File: config.mk
export PLATFORM = sky130hd
export DESIGN_NAME = div_feeder
export DESIGN_NICKNAME = d
export VERILOG_FILES = /design/src/rtl/div_pkg.sv /design/src/rtl/div_op_fifo.sv /design/src/rtl/div_feeder.sv
export SDC_FILE = /design/constraint.sdc
export NUM_CORES = 1
export LEC_CHECK = 0
export CAP_MARGIN = 20
export CORE_ASPECT_RATIO = 0.5
export CORE_MARGIN = 4
export CORE_UTILIZATION = 52
export CTS_CLUSTER_DIAMETER = 150
export DETAILED_ROUTE_END_ITERATION = 10
export PLACE_DENSITY = 0.77
export SETUP_SLACK_MARGIN = 0.3
export SYNTH_ARGS = -nofsm -noshare
export SYNTH_HDL_FRONTEND = slang
export SYNTH_HIERARCHICAL = 1
export SYNTH_SLANG_ARGS = --single-unit
File: constraint.sdc
create_clock -name clk -period 3.1 [get_ports clk]
set_input_delay 0.62 -clock clk [delete_from_list [all_inputs] [get_ports clk]]
set_output_delay 0.62 -clock clk [all_outputs]
set_load 0.01 [all_outputs]
File: src/rtl/div_pkg.sv
// Shared types and defaults for the divider issue path.
package div_pkg;

    localparam int DIV_WIDTH = 8;
    localparam int DIV_DEPTH = 4;

    typedef struct packed {
        logic [DIV_WIDTH-1:0] dividend;
        logic [DIV_WIDTH-1:0] divisor;
    } div_op_t;

endpackage

File: src/rtl/div_op_fifo.sv
// Synchronous operand FIFO; head entry is visible combinationally from storage.
module div_op_fifo
    import div_pkg::*;
#(
    parameter int DEPTH = DIV_DEPTH,
    parameter int CW    = $clog2(DEPTH) + 1
) (
    input  logic          clk,
    input  logic          rst_n,
    input  logic          i_push,
    input  div_op_t       i_data,
    input  logic          i_pop,
    output div_op_t       o_head,
    output logic [CW-1:0] o_count
);

    localparam int PW = $clog2(DEPTH);

    div_op_t         r_mem [DEPTH];
    logic [PW-1:0]   r_wr_ptr;
    logic [PW-1:0]   r_rd_ptr;
    logic [CW-1:0]   r_count;

    always_ff @(posedge clk) begin
        if (!rst_n) begin
            r_wr_ptr <= '0;
            r_rd_ptr <= '0;
            r_count  <= '0;
        end else begin
            if (i_push) begin
                r_wr_ptr <= r_wr_ptr + PW'(1);
            end
            if (i_pop) begin
                r_rd_ptr <= r_rd_ptr + PW'(1);
            end
            // Simultaneous push and pop leave the occupancy unchanged.
            if (i_push && !i_pop) begin
                r_count <= r_count + CW'(1);
            end else if (!i_push && i_pop) begin
                r_count <= r_count - CW'(1);
            end
        end
    end

    always_ff @(posedge clk) begin
        if (i_push) begin
            r_mem[r_wr_ptr] <= i_data;
        end
    end

    assign o_head  = r_mem[r_rd_ptr];
    assign o_count = r_count;

endmodule

File: src/rtl/div_feeder.sv
// Issue stage for the combinational divider: operand FIFO, result slot and
// saturating divide-by-zero counter.
module div_feeder
    import div_pkg::*;
#(
    parameter int WIDTH = DIV_WIDTH,
    parameter int DEPTH = DIV_DEPTH,
    parameter int CNT_W = 8
) (
    input  logic             clk,
    input  logic             rst_n,
    input  logic             in_valid,
    output logic             in_ready,
    input  logic [WIDTH-1:0] in_dividend,
    input  logic [WIDTH-1:0] in_divisor,
    output logic [WIDTH-1:0] div_in1,
    output logic [WIDTH-1:0] div_in2,
    input  logic [WIDTH-1:0] div_out,
    output logic             res_valid,
    input  logic             res_ready,
    output logic [WIDTH-1:0] res_quot,
    output logic             res_dbz,
    output logic [CNT_W-1:0] dbz_count
);

    localparam int CW = $clog2(DEPTH) + 1;
    localparam logic [CW-1:0] FULL = CW'(DEPTH);

    div_op_t          w_in_op;
    div_op_t          w_head;
    logic [CW-1:0]    w_count;
    logic             w_push;
    logic             w_pop;
    logic             w_slot_free;
    logic             w_head_dbz;

    logic             r_res_valid;
    logic [WIDTH-1:0] r_res_quot;
    logic             r_res_dbz;
    logic [CNT_W-1:0] r_dbz_count;

    assign w_in_op.dividend = in_dividend;
    assign w_in_op.divisor  = in_divisor;

    // Readiness looks at occupancy only, so a full FIFO refuses even while popping.
    assign in_ready    = rst_n && (w_count < FULL);
    assign w_push      = in_valid && in_ready;
    assign w_slot_free = !r_res_valid || res_ready;
    assign w_pop       = (w_count != '0) && w_slot_free;

    div_op_fifo #(
        .DEPTH (DEPTH),
        .CW    (CW)
    ) u_fifo (
        .clk     (clk),
        .rst_n   (rst_n),
        .i_push  (w_push),
        .i_data  (w_in_op),
        .i_pop   (w_pop),
        .o_head  (w_head),
        .o_count (w_count)
    );

    assign div_in1    = (w_count != '0) ? w_head.dividend : '0;
    assign div_in2    = (w_count != '0) ? w_head.divisor  : '0;
    assign w_head_dbz = (w_head.divisor == '0);

    always_ff @(posedge clk) begin
        if (!rst_n) begin
            r_res_valid <= 1'b0;
            r_res_quot  <= '0;
            r_res_dbz   <= 1'b0;
            r_dbz_count <= '0;
        end else if (w_pop) begin
            r_res_valid <= 1'b1;
            r_res_dbz   <= w_head_dbz;
            // The divider's own zero-divisor output is ignored; force a clean zero.
            r_res_quot  <= w_head_dbz ? '0 : div_out;
            if (w_head_dbz && (r_dbz_count != '1)) begin
                r_dbz_count <= r_dbz_count + CNT_W'(1);
            end
        end else if (r_res_valid && res_ready) begin
            r_res_valid <= 1'b0;
        end
    end

    assign res_valid = r_res_valid;
    assign res_quot  = r_res_quot;
    assign res_dbz   = r_res_dbz;
    assign dbz_count = r_dbz_count;

endmodule

==> impl_metrics.ini, run 1 <==
[setup_path]
path_max_fanout = 6
cp_cell_sequence = buf_6 -> mux4_2 -> and2_1 -> clkdlybuf4s50_1
critPathMaxStageDelay_ns = 0.54
end_kind = output port
critPathSlowestCell = mux4_2
cp-start-kind = flip-flop
worstPathRequired_ns = 2.48
critPathKind = reg -> out
cp.arrival_ns = 2.08

[global_route]
grt_overflow = 0
grt_max_degree = 18
grt_pass1_wl_um = 11500
antenna_found_initial = 0
first_global_vias = 2257
grt_usage_pct = 17.9

[final_layout]
multi_input_area_um2 = 1170
design_area_um2 = 4800
n_antenna_cell = 0
area_delta_synth_final_pct = 29.2
final_cells = 412
fin_nets = 350
final_cell_mix = 64 x edfxtp_1, 58 x clkdlybuf4s50_1, 27 x and2_1
layout_commonest_cell = edfxtp_1
seq_area_um2 = 2470
nFillCells = 448
drive_gt1_share_pct = 14.1

[placement]
io_buffers = 62
gp_congestion = 0.782
hpwl_um = 4890
post-place-ws_ns = 0.196
postPlaceCellArea_um2 = 4490
place_inst = 396

[cts]
cts.clk_slew.worst_paths_ns = 0.07
htree_levels = 3
clock-sinks = 91
cts_buffer_depth = 2
cts_tree = done
clock_latency_ns = 0.34
postCtsSetupRepairBufs = 0
cts_buffers = 9
root_buffer = clkbuf_16

[synthesis]
synth_top_family_by_area = simple AND/OR/NAND/NOR gates
ys_ff_latch = 91
ys_warn_count = 6
syn-num-nets = 273
synth_top_area_cell = edfxtp_1
yosys-mux-area-fraction_pct = 10.8
synth_cell_types = 42
syn_area_per_cell_um2 = 15.6
async_flop_share_pct = 0
yosysSeqAreaShare_pct = 66.3
yosys.area_share.simple_pct = 12.7
ys.flop_type = edfxtp_1
synth_compound_area_share_pct = 3.94
synth-edff-count = 64
netlist.area_leader.share_pct = 51.7
synth_cells = 238
netlist_area_um2 = 3710
synthTopCellsByArea = edfxtp_1 52%, dfxtp_1 15%, mux4_2 6.1%, and2_1 4.5%, mux4_1 4.2%
synth_fa_ha_area_share_pct = 2.56
yosys.area_share.xor_xnor_pct = 1.18

[timing]
max_freq_mhz = 370
setup_ws_ns = 0.401
final_max_slew_viol_count = 0
finalSetupTns_ns = 0
finalHoldViolCount = 0
setup_violations = 0
skew_ns = 0.00729
layout_min_cycle_time_ns = 2.70
max_slew_margin_pct = 78.0
min_period_over_period_pct = 87.1
holdWs_ns = 0.447
rsz0062_at_grt = no
tightest_slew_ns = 0.328

[floorplanning]
chipWidth_um = 128
io_pins = 63
die_y_um = 67.8
core_area_um2 = 6810
fp-row-count = 21
start_util_pct = 54.6
die-area_um2 = 8640

[route]
routedWlPerCell_um = 17.7
drtIter0Drc = 82
drc_errors = 0
num_vias = 2213
routed_wl_um = 7280
first_pass_iters = 4
postRouteAntennaNets = 0
viasPerCell = 5.37

[power_and_ir_drop]
p_per_area_nw_per_um2 = 777
leakagePower_uw = 0.00164
ir_drop_uv = 455

[run_status]
status = finished, final reports clean

[job]
cap_violations = 0

[min_path]
min_path_type = reg -> reg
## worst max-delay path: cells and delay by family (launching register included)
family	cells	cell delay, ns
buffers and inverters	2	0.64
DFF	1	0.39
muxes	1	0.54
and+or+nand+nor	1	0.17
## layout make-up
class                      instances  area share [%]
timing repair buffer              75            14.9
sequential                        91            51.4
tap                               92            2.40
inverter                           8           0.626
multi-input combinational        130            24.4
clock inverter                     7            1.59
clock buffer                       9            4.69
## sequential cells by signal, summed over array words and instances (netlist names), named ones only
| register | flops |
|---|---|
| u_fifo/r_mem | 64 |
| res_dbz | 1 |
| res_quot | 8 |
| dbz_count | 8 |
| res_valid | 1 |
| u_fifo/r_rd_ptr | 2 |
| u_fifo/o_count | 3 |
| u_fifo/r_wr_ptr | 2 |
## worst paths after layout
path | cells after the start | end | slack, ns | start
hold reg to reg | 2 | res_quot[0] | 0.45 | res_quot[0]
hold / removal | 2 | res_quot[0] | 0.45 | res_quot[0]
setup / recovery | 4 | div_in2[6] | 0.40 | flip-flop
setup reg to reg | 6 | dbz_count[7] | 0.52 | flip-flop
## what timing repair did
action,CTS,global route
gates resized for setup,7,1
cloned,0,0
hold endpoints to repair,0,0
hold buffers,0,0
setup endpoints to repair,12,1
## where the power goes
group	internal, µW	total (µW)	switching, µW
clock	631	1080	451
combinational	620	1160	541
sequential	1420	1480	66.4
total	2670	3730	1060
## synthesized netlist by cell type (3+ instances only)
cell	count
and2_1	27
or3_1	3
mux4_1	6
mux4_2	10
o31ai_1	3
clkbuf_1	3
nand2_1	13
dfxtp_1	27
buf_2	4
ha_1	6
o21ai_0	3
edfxtp_1	64
a21oi_1	15
xor2_1	3
nand3_1	10
inv_1	6
or4_1	3
## per-layer routing
| metal | GRT usage [%] | wire, µm |
|---|---|---|
| met1 | 22.1 | 3140 |
| met2 | 30.2 | 3650 |
| met3 | 6.24 | 399 |
| met4 | 6.02 | 89 |
| met5 | 0 | 0 |
## stage by stage
stage                     util (%)  power, µW
after floorplan                  -       2180
after global placement        65.9       2650
after detailed placement      65.9       2680
after CTS                     70.4       3760
after global routing          70.5       3910
final                         70.5       3730
## cells by family after synthesis
logic type / count (synthesis)
xor gates and xnor gates: 5
DFF: 91
adders and majority gates: 7
and+or+nand+nor: 75
muxes: 18
buffers and inverters: 17
AOI/OAI and AO/OA: 25
Power figures use the tool's default switching activity.
==> inputs of run 2 (changes only) <==
Settings changed: PLACE_DENSITY 0.77 to 0.9.
==> run 2 against run 1 <==
Net effect:
- sequential power about the same
- setup slack got worse by 0.041 ns
- clock-buffer cell count up 1
- combinational power up 6%
- maximum frequency decreased by 1.5%
- hold slack better by 0.0076 ns
- sequential share of layout area increased by 0.054 points
- utilization fell by 0.074 points
- clock power shrank 8%
- highest routed layer unchanged
==> impl_metrics.ini, run 2 (synthesis gave the netlist of run 1 again) <==
[power_and_ir_drop]
leakagePower_uw = 0.00163
power.total_uw = 3710
p_per_area_nw_per_um2 = 775
ir_drop_uv = 385

[floorplanning]
start_util_pct = 54.6
die_y_um = 67.8
chipWidth_um = 128
io_pins = 63
die-area_um2 = 8640
core_area_um2 = 6810
fp-row-count = 21

[setup_path]
critPathKind = reg -> out
cp_cell_sequence = buf_4 -> mux4_1 -> and2_1 -> clkdlybuf4s50_1
path_max_fanout = 5
end_kind = output port
rr_worst_depth = 6
critPathMaxStageDelay_ns = 0.56
critPathSlowestCell = mux4_1
cp.arrival_ns = 2.12
cp-start-kind = flip-flop
worstPathRequired_ns = 2.48

[cts]
clock-sinks = 91
cts_buffers = 9
root_buffer = clkbuf_16
ctsHoldBuffers = 0
cts.clk_slew.worst_paths_ns = 0.07
cts_buffer_depth = 2
htree_levels = 3
clock_latency_ns = 0.33
cts_tree = done

[route]
num_vias = 2311
postRouteAntennaNets = 0
drc_errors = 0
viasPerCell = 5.60
first_pass_iters = 4
routedWlPerCell_um = 19.1
drtIter0Drc = 185
routed_wl_um = 7880

[min_path]
min_delay_path_depth = 2
min_path_type = reg -> reg

[global_route]
grt_pass1_wl_um = 12500
grt_usage_pct = 19.7
grt_max_degree = 18
first_global_vias = 2377
antenna_found_initial = 0
grt_overflow = 0

[placement]
gp_congestion = 0.842
hpwl_um = 5150
io_buffers = 62

[final_layout]
area_delta_synth_final_pct = 29.0
largest-register = u_fifo/r_mem
fin_nets = 351
n_antenna_cell = 0
largest_register_ffs = 64
drive_gt1_share_pct = 14.6
layout_commonest_cell = edfxtp_1
nFillCells = 407
final_cell_mix = 64 x edfxtp_1, 61 x clkdlybuf4s50_1, 27 x and2_1

[timing]
layout_min_cycle_time_ns = 2.74
max_freq_mhz = 365
finalHoldViolCount = 0
tightest_slew_ns = 0.321
rsz0062_at_grt = no
skew_ns = 0.0100
min_period_over_period_pct = 88.4
finalSetupTns_ns = 0
final_max_slew_viol_count = 0
max_slew_margin_pct = 78.4
setup_violations = 0

[run_status]
status = finished, final reports clean

[job]
cap_violations = 0
[run 2: where the power goes]
part           total (µW)  switching [µW]  internal [µW]
sequential           1490            72.3           1420
combinational        1230             575            655
clock                 995             444            551
total                3710            1090           2620
[run 2: path summary, 6_finish.rpt]
check,from,to,slack [ns]
setup / recovery,flip-flop,div_in1[4],0.36
hold / removal,res_quot[4],res_quot[4],0.45
setup reg to reg,flip-flop,dbz_count[7],0.47
hold reg to reg,res_quot[4],res_quot[4],0.45
[run 2: timing repair]
action | in CTS | in global routing
endpoints found under the setup margin | 18 | 12
resized for setup | 3 | 5
pin swaps | 0 | 1
gates cloned | 0 | 0
setup buffers | 0 | 1
[run 2: layout make-up]
| cell class | count | area (µm²) | area share, % |
|---|---|---|---|
| Multi-Input combinational cell | 130 | 1170 | 24.4 |
| Inverter | 8 | 30.0 | 0.626 |
| Timing Repair Buffer | 76 | 736 | 15.3 |
| Clock buffer | 10 | 229 | 4.78 |
| Clock inverter | 6 | 47.5 | 0.992 |
| Sequential cell | 91 | 2470 | 51.4 |
| Tap cell | 92 | 115 | 2.40 |
[run 2: per-layer routing]
metal	vias up	GRT usage, %	wire length (µm)
met2	95	35.3	4110
met5	-	0	0
met3	13	4.03	542
met4	0	7.49	132
met1	1146	24.0	3090
li1	1057	-	-
[run 2: stage by stage]
stage	utilization (%)	std cells	hold WS [ns]	worst slack, ns	area [µm²]
after floorplan	-	238	0.476	0.565	3710
after global placement	65.9	396	0.439	0.291	4490
after detailed placement	65.9	396	0.447	0.0716	4490
after CTS	70.1	412	0.455	0.307	4770
after global routing	70.4	413	0.465	0.302	4790
final	70.4	413	0.455	0.360	4790
[run 2: worst max-delay path: cells and delay by family, from the launching register on]
kind | cells | cell delay (ns)
AND/OR/NAND/NOR | 1 | 0.16
flip-flops | 1 | 0.40
multiplexers | 1 | 0.56
buffers and inverters | 2 | 0.66
==> inputs of run 3 (changes only) <==
Settings changed: CORE_ASPECT_RATIO 0.5 to 0.9, RECOVER_POWER set to 100, TNS_END_PERCENT set to 5.
==> run 3 against run 2 <==
Net effect:
- sequential share of layout area increased by 1.6 points
- clock skew decreased by 0.0019 ns
- clock power decreased by 25%
- wire length decreased by 6.7%
- critical endpoint is now div_in2[5]
==> impl_metrics.ini, run 3 (synthesis gave the netlist of run 1 again) <==
[cts]
clock_latency_ns = 0.35
root_buffer = clkbuf_8
ctsHoldBuffers = 0
cts_tree = done
htree_levels = 3
clock-sinks = 91
cts_buffer_depth = 2
cts.clk_slew.worst_paths_ns = 0.09
cts_buffers = 9

[route]
num_vias = 2230
routed_wl_um = 7350
viasPerCell = 5.43
drtIter0Drc = 95
postRouteAntennaNets = 0
drc_errors = 0
routedWlPerCell_um = 17.9
first_pass_iters = 4

[power_and_ir_drop]
p_per_area_nw_per_um2 = 720
ir_drop_uv = 348
leakagePower_uw = 0.00163

[setup_path]
end_kind = output port
cp_cell_sequence = buf_4 -> mux4_1 -> and2_1 -> dlygate4sd3_1
critPathKind = reg -> out
path_max_fanout = 5
cp.arrival_ns = 2.27
critPathMaxStageDelay_ns = 0.62
critPathSlowestCell = mux4_1
crit_family = buffers and inverters
worstPathRequired_ns = 2.48
reg2reg_slack_ns = 0.36
cp-start-kind = flip-flop
crit_buf_inv = 2

[timing]
min_period_over_period_pct = 93.4
setup_ws_ns = 0.205
layout_min_cycle_time_ns = 2.89
finalHoldViolCount = 0
finalSetupTns_ns = 0
final_max_slew_viol_count = 0
max_slew_margin_pct = 30.0
max_freq_mhz = 345
tightest_slew_ns = 1.05
setup_violations = 0
rsz0062_at_grt = yes
skew_ns = 0.00806

[floorplanning]
start_util_pct = 54.9
die-area_um2 = 8560
die_y_um = 88.2
io_pins = 63
fp-row-count = 28
core_area_um2 = 6760
chipWidth_um = 97.1

[final_layout]
drive_gt1_share_pct = 11.2
n_antenna_cell = 0
fin_nets = 351
layout_commonest_cell = edfxtp_1
largest_register_ffs = 64
area_delta_synth_final_pct = 25.0
final_cell_mix = 64 x edfxtp_1, 50 x dlygate4sd3_1, 26 x dfxtp_1
final_cells = 411
largest-register = u_fifo/r_mem
design_area_um2 = 4640

[placement]
place_inst = 395
post-place-ws_ns = 0.226
postPlaceCellArea_um2 = 4490
io_buffers = 62
hpwl_um = 5080
gp_congestion = 0.788

[min_path]
min_path_type = reg -> reg

[global_route]
first_global_vias = 2329
grt_max_degree = 19
antenna_found_initial = 0
grt_usage_pct = 18.1
grt_pass1_wl_um = 11800
grt_overflow = 0

[run_status]
status = finished, final reports clean

[job]
cap_violations = 0
## run 3: cell count changes in the layout (fill, tap and decap cells not counted), sizes merged
cell           previous run  this run
inv                       9         6
bufinv                    0         1
clkinv                    4         6
clkdlybuf4s50            61        12
dlymetal6s2s              1         0
dlygate4sd3               0        50
clkbuf                   10        18
buf                      14         6
## run 3: repair_timing
action                     CTS  global route
hold endpoints to repair     0             0
pin swaps                    0             0
setup endpoints to repair    7             3
resized for setup            2             2
setup buffers                0             0
gates cloned                 0             0
## run 3: final timing paths
path,start,end,cells past startpoint
setup / recovery,flip-flop,div_in2[5],4
hold / removal,res_quot[4],res_quot[4],2
setup reg to reg,flip-flop,dbz_count[3],7
hold reg to reg,res_quot[4],res_quot[4],2
## run 3: worst reg2reg max path: cells and delay by family, from the launching register on
kind            cells  cell delay (ns)
simple gates        3             0.97
mux                 1             0.62
buf+inv             2             0.47
flops               1             0.36
compound gates      1             0.22
## run 3: metal layers
| metal | up-vias | global-route usage [%] | wire [µm] |
|---|---|---|---|
| li1 | 1056 | - | - |
| met1 | 1096 | 21.5 | 2990 |
| met5 | - | 0 | 0 |
| met4 | 0 | 6.76 | 94 |
| met2 | 70 | 32.5 | 3910 |
| met3 | 8 | 4.30 | 354 |
## run 3: power breakdown
group / internal, µW / total, µW / switching (µW)
sequential: 1420 / 1490 / 78.4
clock: 366 / 747 / 382
combinational: 575 / 1100 / 526
total: 2360 / 3340 / 986
## run 3: metrics by stage
| stage | hold WS [ns] | total power, µW | utilization [%] |
|---|---|---|---|
| final | 0.455 | 3340 | 68.7 |
| after global routing | 0.474 | 3510 | 68.7 |
| after CTS | 0.462 | 3450 | 69.2 |
| after detailed placement | 0.449 | 2700 | 66.4 |
| after global placement | 0.439 | 2650 | 66.4 |
| after floorplan | 0.476 | 2180 | - |
## run 3: layout make-up
| class | count | area (µm²) |
|---|---|---|
| sequential | 91 | 2460 |
| fill | 441 | 2120 |
| multi-input combinational | 130 | 1150 |
| timing repair buffer | 76 | 704 |
| clock buffer | 10 | 128 |
| tap | 90 | 113 |
| clock inverter | 6 | 56.3 |
| inverter | 8 | 30.0 |
